### config.mk
export PLATFORM = sky130hd
export DESIGN_NAME = multi_lamp_ctrl_flat
export DESIGN_NICKNAME = d
export VERILOG_FILES = /design/src/rtl/multi_lamp_ctrl_if.sv /design/src/rtl/multi_lamp_ctrl.sv /design/src/flat_wrapper.sv
export SDC_FILE = /design/constraint.sdc
export NUM_CORES = 1
export LEC_CHECK = 0
export BUFFER_PORTS_ARGS = -buffer_cell sky130_fd_sc_hd__buf_4
export CORE_MARGIN = 2
export CORE_UTILIZATION = 40
export CTS_CLUSTER_SIZE = 40
export DETAILED_ROUTE_END_ITERATION = 6
export GPL_ROUTABILITY_DRIVEN = 0
export SKIP_CTS_REPAIR_TIMING = 1
export SYNTH_ARGS = -nofsm -noshare
export SYNTH_HDL_FRONTEND = slang
export SYNTH_SLANG_ARGS = --single-unit
### constraint.sdc
create_clock -name clk -period 3.6 [get_ports clk]
set_input_delay 0.72 -clock clk [delete_from_list [all_inputs] [get_ports clk]]
set_output_delay 0.72 -clock clk [all_outputs]
set_load 0.1 [all_outputs]
### src/rtl/multi_lamp_ctrl_if.sv
// Switch/force inputs and lamp/status outputs of the multi-channel lamp controller.
interface multi_lamp_ctrl_if #(
  parameter int N_CH = 2,
  parameter int N_SW = 3
) ();
  logic [N_CH*N_SW-1:0] sw;
  logic [N_CH-1:0]      force_on;
  logic [N_CH-1:0]      force_off;
  logic [N_CH-1:0]      lamp;
  logic [N_CH-1:0]      active;
  logic [N_CH-1:0]      warn;

  modport master (output sw, force_on, force_off, input lamp, active, warn);
  modport slave  (input sw, force_on, force_off, output lamp, active, warn);
endinterface

### src/rtl/multi_lamp_ctrl.sv
// Per-channel retriggerable lamp hold timer; switch toggle reaches lamp/active/warn 4 edges later, forces 1 edge.
// No backpressure. Optional WARN blink on tmr[BLINK_SHIFT] when LAMP_WARN_BLINK_EN is defined.
module multi_lamp_ctrl #(
  parameter int N_CH        = 2,
  parameter int N_SW        = 3,
  parameter int HOLD_CYCLES = 2**28 - 1,
  parameter int WARN_CYCLES = 2**24,
  parameter int BLINK_SHIFT = 22
) (
  input  logic               clk,
  input  logic               rst,
  multi_lamp_ctrl_if.slave   bus
);
  localparam int TW = $clog2(HOLD_CYCLES);

  if (HOLD_CYCLES < 2) begin : g_bad_hold
    $error("multi_lamp_ctrl: HOLD_CYCLES must be at least 2");
  end
  if (WARN_CYCLES >= HOLD_CYCLES) begin : g_bad_warn
    $error("multi_lamp_ctrl: WARN_CYCLES must be below HOLD_CYCLES");
  end
  if (BLINK_SHIFT >= TW) begin : g_bad_blink
    $error("multi_lamp_ctrl: BLINK_SHIFT must index a timer bit");
  end

  typedef enum logic [1:0] {
    ST_OFF  = 2'd0,
    ST_ON   = 2'd1,
    ST_WARN = 2'd2
  } state_t;

  logic [N_CH*N_SW-1:0] s1, s2;
  logic [N_CH-1:0]      p_q, par, trig, blink;
  logic [N_CH-1:0]      lamp_q, active_q, warn_q;
  logic [N_CH-1:0]      lamp_d, active_d, warn_d;
  state_t               state_q [N_CH];
  state_t               state_d [N_CH];
  logic [TW-1:0]        tmr_q   [N_CH];
  logic [TW-1:0]        tmr_d   [N_CH];

  always_comb begin
    par      = '0;
    trig     = '0;
    blink    = '0;
    lamp_d   = '0;
    active_d = '0;
    warn_d   = '0;
    for (int c = 0; c < N_CH; c++) begin
      state_d[c] = state_q[c];
      tmr_d[c]   = tmr_q[c];
      // parity makes any single toggle in the group a trigger; simultaneous pairs cancel
      par[c]  = ^s2[c*N_SW +: N_SW];
      trig[c] = par[c] ^ p_q[c];

      if (bus.force_off[c]) begin
        state_d[c] = ST_OFF;
        tmr_d[c]   = '0;
      end else if (trig[c]) begin
        tmr_d[c]   = TW'(HOLD_CYCLES - 1);
        state_d[c] = (HOLD_CYCLES - 1 < WARN_CYCLES) ? ST_WARN : ST_ON;
      end else begin
        case (state_q[c])
          ST_ON: begin
            if (tmr_q[c] != '0) tmr_d[c] = tmr_q[c] - TW'(1);
            // with no warning window the hold ends directly from ON
            if (tmr_q[c] == TW'(WARN_CYCLES))
              state_d[c] = (WARN_CYCLES == 0) ? ST_OFF : ST_WARN;
          end
          ST_WARN: begin
            if (tmr_q[c] == '0) state_d[c] = ST_OFF;
            else                tmr_d[c]   = tmr_q[c] - TW'(1);
          end
          default: begin
            state_d[c] = ST_OFF;
            tmr_d[c]   = '0;
          end
        endcase
      end

`ifdef LAMP_WARN_BLINK_EN
      blink[c] = tmr_q[c][BLINK_SHIFT];
`else
      blink[c] = 1'b1;
`endif

      if (bus.force_off[c])            lamp_d[c] = 1'b0;
      else if (bus.force_on[c])        lamp_d[c] = 1'b1;
      else if (state_q[c] == ST_ON)    lamp_d[c] = 1'b1;
      else if (state_q[c] == ST_WARN)  lamp_d[c] = blink[c];
      else                             lamp_d[c] = 1'b0;

      active_d[c] = (state_q[c] != ST_OFF);
      warn_d[c]   = (state_q[c] == ST_WARN);
    end
  end

  always_ff @(posedge clk or posedge rst) begin
    if (rst) begin
      s1       <= '0;
      s2       <= '0;
      p_q      <= '0;
      lamp_q   <= '0;
      active_q <= '0;
      warn_q   <= '0;
      for (int c = 0; c < N_CH; c++) begin
        state_q[c] <= ST_OFF;
        tmr_q[c]   <= '0;
      end
    end else begin
      s1       <= bus.sw;
      s2       <= s1;
      // keeps tracking under force_off so its release cannot fire a stale trigger
      p_q      <= par;
      lamp_q   <= lamp_d;
      active_q <= active_d;
      warn_q   <= warn_d;
      for (int c = 0; c < N_CH; c++) begin
        state_q[c] <= state_d[c];
        tmr_q[c]   <= tmr_d[c];
      end
    end
  end

  assign bus.lamp   = lamp_q;
  assign bus.active = active_q;
  assign bus.warn   = warn_q;
endmodule

### src/flat_wrapper.sv
// flat-port wrapper written by rule: the top's interface ports become plain ports
module multi_lamp_ctrl_flat 
#(
  parameter int N_CH        = 2,
  parameter int N_SW        = 3,
  parameter int HOLD_CYCLES = 2**28 - 1,
  parameter int WARN_CYCLES = 2**24,
  parameter int BLINK_SHIFT = 22
)
  (clk, rst, bus_sw, bus_force_on, bus_force_off, bus_lamp, bus_active, bus_warn);
  multi_lamp_ctrl_if #(.N_CH(N_CH), .N_SW(N_SW)) bus_i ();
  input  logic clk;
  input  logic rst;
  input wire logic [$bits(bus_i.sw)-1:0] bus_sw;
  input wire logic [$bits(bus_i.force_on)-1:0] bus_force_on;
  input wire logic [$bits(bus_i.force_off)-1:0] bus_force_off;
  output wire logic [$bits(bus_i.lamp)-1:0] bus_lamp;
  output wire logic [$bits(bus_i.active)-1:0] bus_active;
  output wire logic [$bits(bus_i.warn)-1:0] bus_warn;
  assign bus_i.sw = bus_sw;
  assign bus_i.force_on = bus_force_on;
  assign bus_i.force_off = bus_force_off;
  assign bus_lamp = bus_i.lamp;
  assign bus_active = bus_i.active;
  assign bus_warn = bus_i.warn;
  multi_lamp_ctrl #(.N_CH(N_CH), .N_SW(N_SW), .HOLD_CYCLES(HOLD_CYCLES), .WARN_CYCLES(WARN_CYCLES), .BLINK_SHIFT(BLINK_SHIFT)) u_core (.clk(clk), .rst(rst), .bus(bus_i));
endmodule
==> results of run 1 <==
-- kinds of logic after synthesis --
logic type                 after synthesis  synth area share (%)
muxes                                    6                 1.571
buffers and inverters                   39                 3.783
and+or+nand+nor                        166                 22.70
DFF                                     80                 46.57
adders and majority gates               10                 2.910
xor gates and xnor gates                30                 6.432
AOI/OAI and AO/OA                      108                 16.04
-- cell usage in the layout (no fill, tap or decap), types with 14 or more instances in the layout --
cell      n
dfrtp_1  80
nor2_1   37
o21ai_0  31
a21oi_1  30
buf_4    27
nor4_1   23
nand2_1  19
xnor2_1  15
xor2_1   14
inv_1    14
-- state kept, by name, indices dropped and copies added, names as in the netlist --
register / count
u_core.tmr_q: 56
u_core.s2: 6
u_core.s1: 6
u_core.bus.lamp: 2
u_core.state_q: 4
u_core.bus.warn: 2
u_core.bus.active: 2
u_core.p_q: 2
-- how the worst max path moves through the flow --
| stage | from | cells after the start | endpoint | slack [ps] |
|---|---|---|---|---|
| global placement | u_core.tmr_q[39] | 5 | u_core.tmr_q[41] | 930 |
| detailed placement | u_core.tmr_q[39] | 5 | u_core.tmr_q[30] | 780 |
| global route | u_core.tmr_q[39] | 5 | u_core.tmr_q[33] | 550 |
| floorplan | rst | 1 | u_core.bus.active[0] | 830 |
| CTS | u_core.tmr_q[39] | 5 | u_core.tmr_q[41] | 760 |
| finish | u_core.tmr_q[39] | 5 | u_core.tmr_q[41] | 750 |
-- per-layer routing --
metal | share of wire (%) | global-route usage (%) | routed length [µm]
met5 | 0 | 0 | 0
met1 | 47 | 23.24 | 4580
met4 | 2.6 | 9.432 | 251
met2 | 48 | 30.05 | 4685
met3 | 2.6 | 2.663 | 252
-- cell type report --
cell class	instances	area, µm²
fill	1019	5609
multi-input combinational	320	2135
sequential	80	2002
timing repair buffer	27	202.7
tap	136	170.2
clock buffer	11	151.4
inverter	15	57.56
clock inverter	3	42.54
-- synth_stat cells, types with 2 or more instances --
library cell and instances:
a211oi_1 3, a21oi_1 30, a22o_1 5, a31oi_1 7, a41oi_1 2, buf_1 3
buf_2 4, clkbuf_1 15, dfrtp_1 80, ha_1 10, inv_1 15, mux2_2 2
mux2i_1 3, nand2_1 19, nand2b_1 7, nand3_1 11, nand3b_1 6, nand4_1 8
nand4b_1 3, nor2_1 37, nor2b_1 4, nor3_1 12, nor3_2 2, nor3b_1 2
nor4_1 23, nor4_2 3, nor4b_1 2, o21a_1 3, o21ai_0 31, o22ai_1 3
o31a_1 11, o31ai_1 5, o41ai_1 2, or2_2 2, or3_1 6, or3b_1 2
or3b_2 3, or4_1 7, or4b_1 2, xnor2_1 15, xor2_1 14
-- power by group through the flow --
stage / clock network (mW) / logic, mW / registers, mW
after CTS: 0.693 / 0.902 / 1.24
after global routing: 0.725 / 1.00 / 1.27
after detailed placement: 0 / 0.897 / 1.25
after global placement: 0 / 0.879 / 1.24
after floorplan: 0 / 0.650 / 1.25
final: 0.672 / 0.901 / 1.24
-- critical path, cell delays in order, from the launching register on --
cell,delay (ps)
dfrtp_1,450
nor4_1,610
and4b_1,390
nand4_1,390
o21bai_2,760
nor2_1,110
==> impl_metrics.json, run 1 <==
{
  "status": "complete, no violations",
  "synth_nets": 461,
  "worstHoldPathType": "register to register",
  "grt_start_max_net_pins": 41,
  "die_w_um": 107.7,
  "clock.fmax_mhz": 350.5,
  "pre_cts_ws_ps": 777.0,
  "critPathKind": "register to register",
  "vias_per_cell": 5.753,
  "ir_drop_mv": 0.2172,
  "die-area_mm2": 0.01159,
  "synth-seq-cells": 80,
  "instances_no_fill": 592,
  "p_seq_share_pct": 44.1,
  "synth_edf_count": 0,
  "cts_made_buffers": 9,
  "r2r-end": "u_core.tmr_q[41]",
  "worst_slack_ps": 747.0,
  "syn_avg_cell_area_um2": 9.793,
  "p_per_area_mw_per_mm2": 591.6,
  "clk_path_buf_depth": 2,
  "synth_area_leaders": "dfrtp_1, o21ai_0, a21oi_1, nor4_1, nor2_1",
  "finClkSkew_ps": 11.94,
  "min_path_cells": 0,
  "finalPower_mw": 2.817,
  "cts_max_level": 3,
  "post-route-min-period_ps": 2853,
  "grt_pass1_vias": 3498,
  "rrSetupSlack_ps": 750,
  "grt_usage_pct": 18.25,
  "holdCritStartpoint": "u_core.s1[0]",
  "chipHeight_um": 107.7,
  "finalCritPeriodShare_pct": 79.25,
  "netlist.area_leader.share_pct": 46.57,
  "timing.rr.start": "u_core.tmr_q[39]",
  "yosysUniqueCellTypes": 56,
  "placementRows": 37,
  "crit_path_start_kind": "register",
  "rsz0062_at_grt": "no",
  "area_growth_pct": 10.74,
  "dp_cells": 578,
  "cap_violations": 0,
  "clockPowerShare_pct": 23.9,
  "synth_warnings": 0,
  "endpoint_kind": "register",
  "via_count": 3406,
  "cts_tree": "built",
  "grt_overflow_total": 0,
  "final_antenna_net_count": 0,
  "io_buffers": 17,
  "final-setup-viol-count": 0,
  "tns_ps": 0,
  "drtIter0Drc": 111,
  "syn_area_mm2": 0.004299,
  "p_switching_mw": 1.064,
  "holdWs_ps": 351.3,
  "maxSlewViolCount": 0,
  "synth_largest_area_cell": "dfrtp_1",
  "clk_pin_slew_ps": 80,
  "drt-total-wl_mm": 9.770,
  "drc": 0,
  "start_util_pct": 41.46,
  "first_pass_iters": 4,
  "ios": 18,
  "synth_flop_cell": "dfrtp_1",
  "required_ps": 3820,
  "slew_headroom_pct": 17.15,
  "grt_pass1_wl_mm": 16.73,
  "seq_area_frac_synth_pct": 46.57,
  "switching_share_pct": 37.79,
  "tightest_slew_ps": 1239,
  "hold_viol_final": 0,
  "hpwl_mm": 6.459,
  "fin_area_mm2": 0.004761,
  "clock_latency_ps": 360,
  "ys_async_sr_fraction_pct": 100.0,
  "clock_sinks": 80,
  "drive_gt1_share_pct": 13.16,
  "p_leak_nw": 1.923,
  "p_int_mw": 1.752,
  "num-nets-final": 475,
  "cp.arrival_ps": 3070,
  "n_antenna_cell": 0,
  "hold_end": "u_core.s2[0]",
  "place_area_mm2": 0.004567,
  "antenna_found_initial": 0,
  "wl_per_cell_um": 16.50,
  "ff2ff_path_depth": 5,
  "path_max_fanout": 16,
  "fin_util_pct": 45.91,
  "core_mm2": 0.01037,
  "power_frac_comb_pct": 32.0,
  "syn_inst": 439,
  "cts-root-buf": "clkbuf_8"
}
No activity file was read; power rests on OpenSTA's default activity.
==> run 2: changes to the inputs <==
Clock period 3.6 ns to 2.69 ns, I/O delays scaled along.
==> run 2 against run 1 <==
Net effect:
- core utilization grew 0.98 points
- highest routed layer unchanged
- hold slack lost 84 ps
- final cell count grew 1.7%
- design area grew 2.1%
- fmax grew 20%
- largest cell class unchanged
==> impl_metrics.json, run 2 (synthesis results as in run 1) <==
{
  "status": "complete, no violations",
  "cts_max_level": 3,
  "p_switching_mw": 1.417,
  "first_pass_iters": 5,
  "critPathKind": "register to register",
  "grt_overflow_total": 0,
  "place_area_mm2": 0.004647,
  "worstHoldPathType": "primary input to asynchronous set/reset pin",
  "grt_usage_pct": 18.11,
  "p_int_mw": 2.433,
  "finalPower_mw": 3.850,
  "drt-total-wl_mm": 9.460,
  "p_leak_nw": 1.982,
  "tns_ps": 0,
  "layout_common_cells": "dfrtp_1, nor2_1, buf_4, o21ai_0, a21oi_1",
  "power_frac_comb_pct": 32.0,
  "r2r-end": "u_core.tmr_q[29]",
  "rrSetupSlack_ps": 320,
  "regArea_mm2": 0.002002,
  "wl_per_cell_um": 15.71,
  "ios": 18,
  "clk_pin_slew_ps": 90,
  "top_regs": "u_core.tmr_q: 56 flops, u_core.s1: 6 flops, u_core.s2: 6 flops",
  "num-fill-cells": 990,
  "grt_pass1_wl_mm": 16.78,
  "vias_per_cell": 5.635,
  "fin_area_mm2": 0.004862,
  "cp_cell_sequence": "inv_1, ha_1, or4b_1, nor4_1, nand4_1, or2_1, mux2_4",
  "path_max_fanout": 7,
  "n_antenna_cell": 0,
  "hold_viol_final": 0,
  "final-setup-viol-count": 0,
  "regMostFlops": "u_core.tmr_q",
  "final_antenna_net_count": 0,
  "ff2ff_path_depth": 7,
  "cp.arrival_ps": 2600,
  "cp_slowest_stage_delay_ps": 440,
  "drive_gt1_share_pct": 15.02,
  "hpwl_mm": 6.453,
  "largest_reg_flops": 56,
  "clockPowerShare_pct": 24.7,
  "finalCritPeriodShare_pct": 88.17,
  "grt_pass1_vias": 3540,
  "placementRows": 37,
  "core_mm2": 0.01037,
  "required_ps": 2920,
  "drtIter0Drc": 172,
  "via_count": 3392,
  "die_w_um": 107.7,
  "endpoint_kind": "register",
  "cp_slowest_cell": "or4b_1",
  "multi_input_area_mm2": 0.002140,
  "ir_drop_mv": 0.3694,
  "num-nets-final": 484,
  "drc": 0,
  "post-route-min-period_ps": 2372,
  "cap_violations": 0,
  "start_util_pct": 41.46,
  "switching_share_pct": 36.80,
  "cts_made_buffers": 9,
  "p_seq_share_pct": 43.4,
  "finClkSkew_ps": 14.50,
  "crit_path_start_kind": "register",
  "clock.fmax_mhz": 421.6,
  "antenna_found_initial": 0,
  "chipHeight_um": 107.7,
  "tightest_slew_ps": 790.4,
  "clk_path_buf_depth": 2,
  "p_per_area_mw_per_mm2": 791.7,
  "slew_headroom_pct": 46.93,
  "cts_tree": "built",
  "area_growth_pct": 13.10,
  "io_buffers": 17,
  "cts-root-buf": "clkbuf_8",
  "rsz0062_at_grt": "no",
  "clock_latency_ps": 350,
  "grt_start_max_net_pins": 44,
  "timing.rr.start": "u_core.tmr_q[28]",
  "final_common_cell": "dfrtp_1",
  "die-area_mm2": 0.01159,
  "maxSlewViolCount": 0,
  "clock_sinks": 80
}
run 2: worst max-delay path by stage:
stage	startpoint	endpoint	cells after the start
floorplan	rst	u_core.bus.active[0]	1
global placement	u_core.tmr_q[0]	u_core.tmr_q[22]	7
detailed placement	u_core.tmr_q[0]	u_core.tmr_q[22]	7
CTS	u_core.tmr_q[0]	u_core.tmr_q[22]	7
global route	u_core.tmr_q[28]	u_core.tmr_q[29]	7
finish	u_core.tmr_q[28]	u_core.tmr_q[29]	7
run 2: per-stage QoR:
step	hold slack, ps	util [%]	instances	setup WS, ps
2_1_floorplan	331.2	-	439	100.3
3_3_place_gp	331.7	44.81	587	283.5
3_5_place_dp	334.7	44.81	587	222.1
4_1_cts	273.6	46.84	602	199.6
5_1_grt	263.3	46.89	602	105.2
6_report	267.5	46.89	602	318.2
run 2: worst max-delay path, delay by kind of cell, from the launching register on:
| family | cells | cell delay [ps] |
|---|---|---|
| adders and majority gates | 1 | 170 |
| and+or+nand+nor | 4 | 1210 |
| DFF | 1 | 410 |
| muxes | 1 | 330 |
| buffers and inverters | 1 | 130 |
run 2: area by class of cell:
class	instances	area share [%]
inverter	15	1.184
timing repair buffer	36	5.816
clock inverter	5	1.698
tap	136	3.500
multi-input combinational	320	44.00
clock buffer	10	2.625
sequential	80	41.17
run 2: power groups by stage:
| stage | registers, mW | clock network, mW | logic (mW) |
|---|---|---|---|
| finish | 1.67 | 0.951 | 1.23 |
| global route | 1.70 | 1.04 | 1.39 |
| CTS | 1.66 | 0.991 | 1.23 |
| detailed placement | 1.68 | 0 | 1.22 |
| global placement | 1.67 | 0 | 1.21 |
| floorplan | 1.67 | 0 | 0.870 |
run 2: metal layers:
layer / up-vias / GRT usage (%) / part of all wire (%)
li1: 1665 / - / -
met1: 1668 / 22.72 / 46
met2: 55 / 31.00 / 50
met3: 4 / 3.571 / 3.4
met4: 0 / 6.410 / 0.73
met5: - / 0 / 0
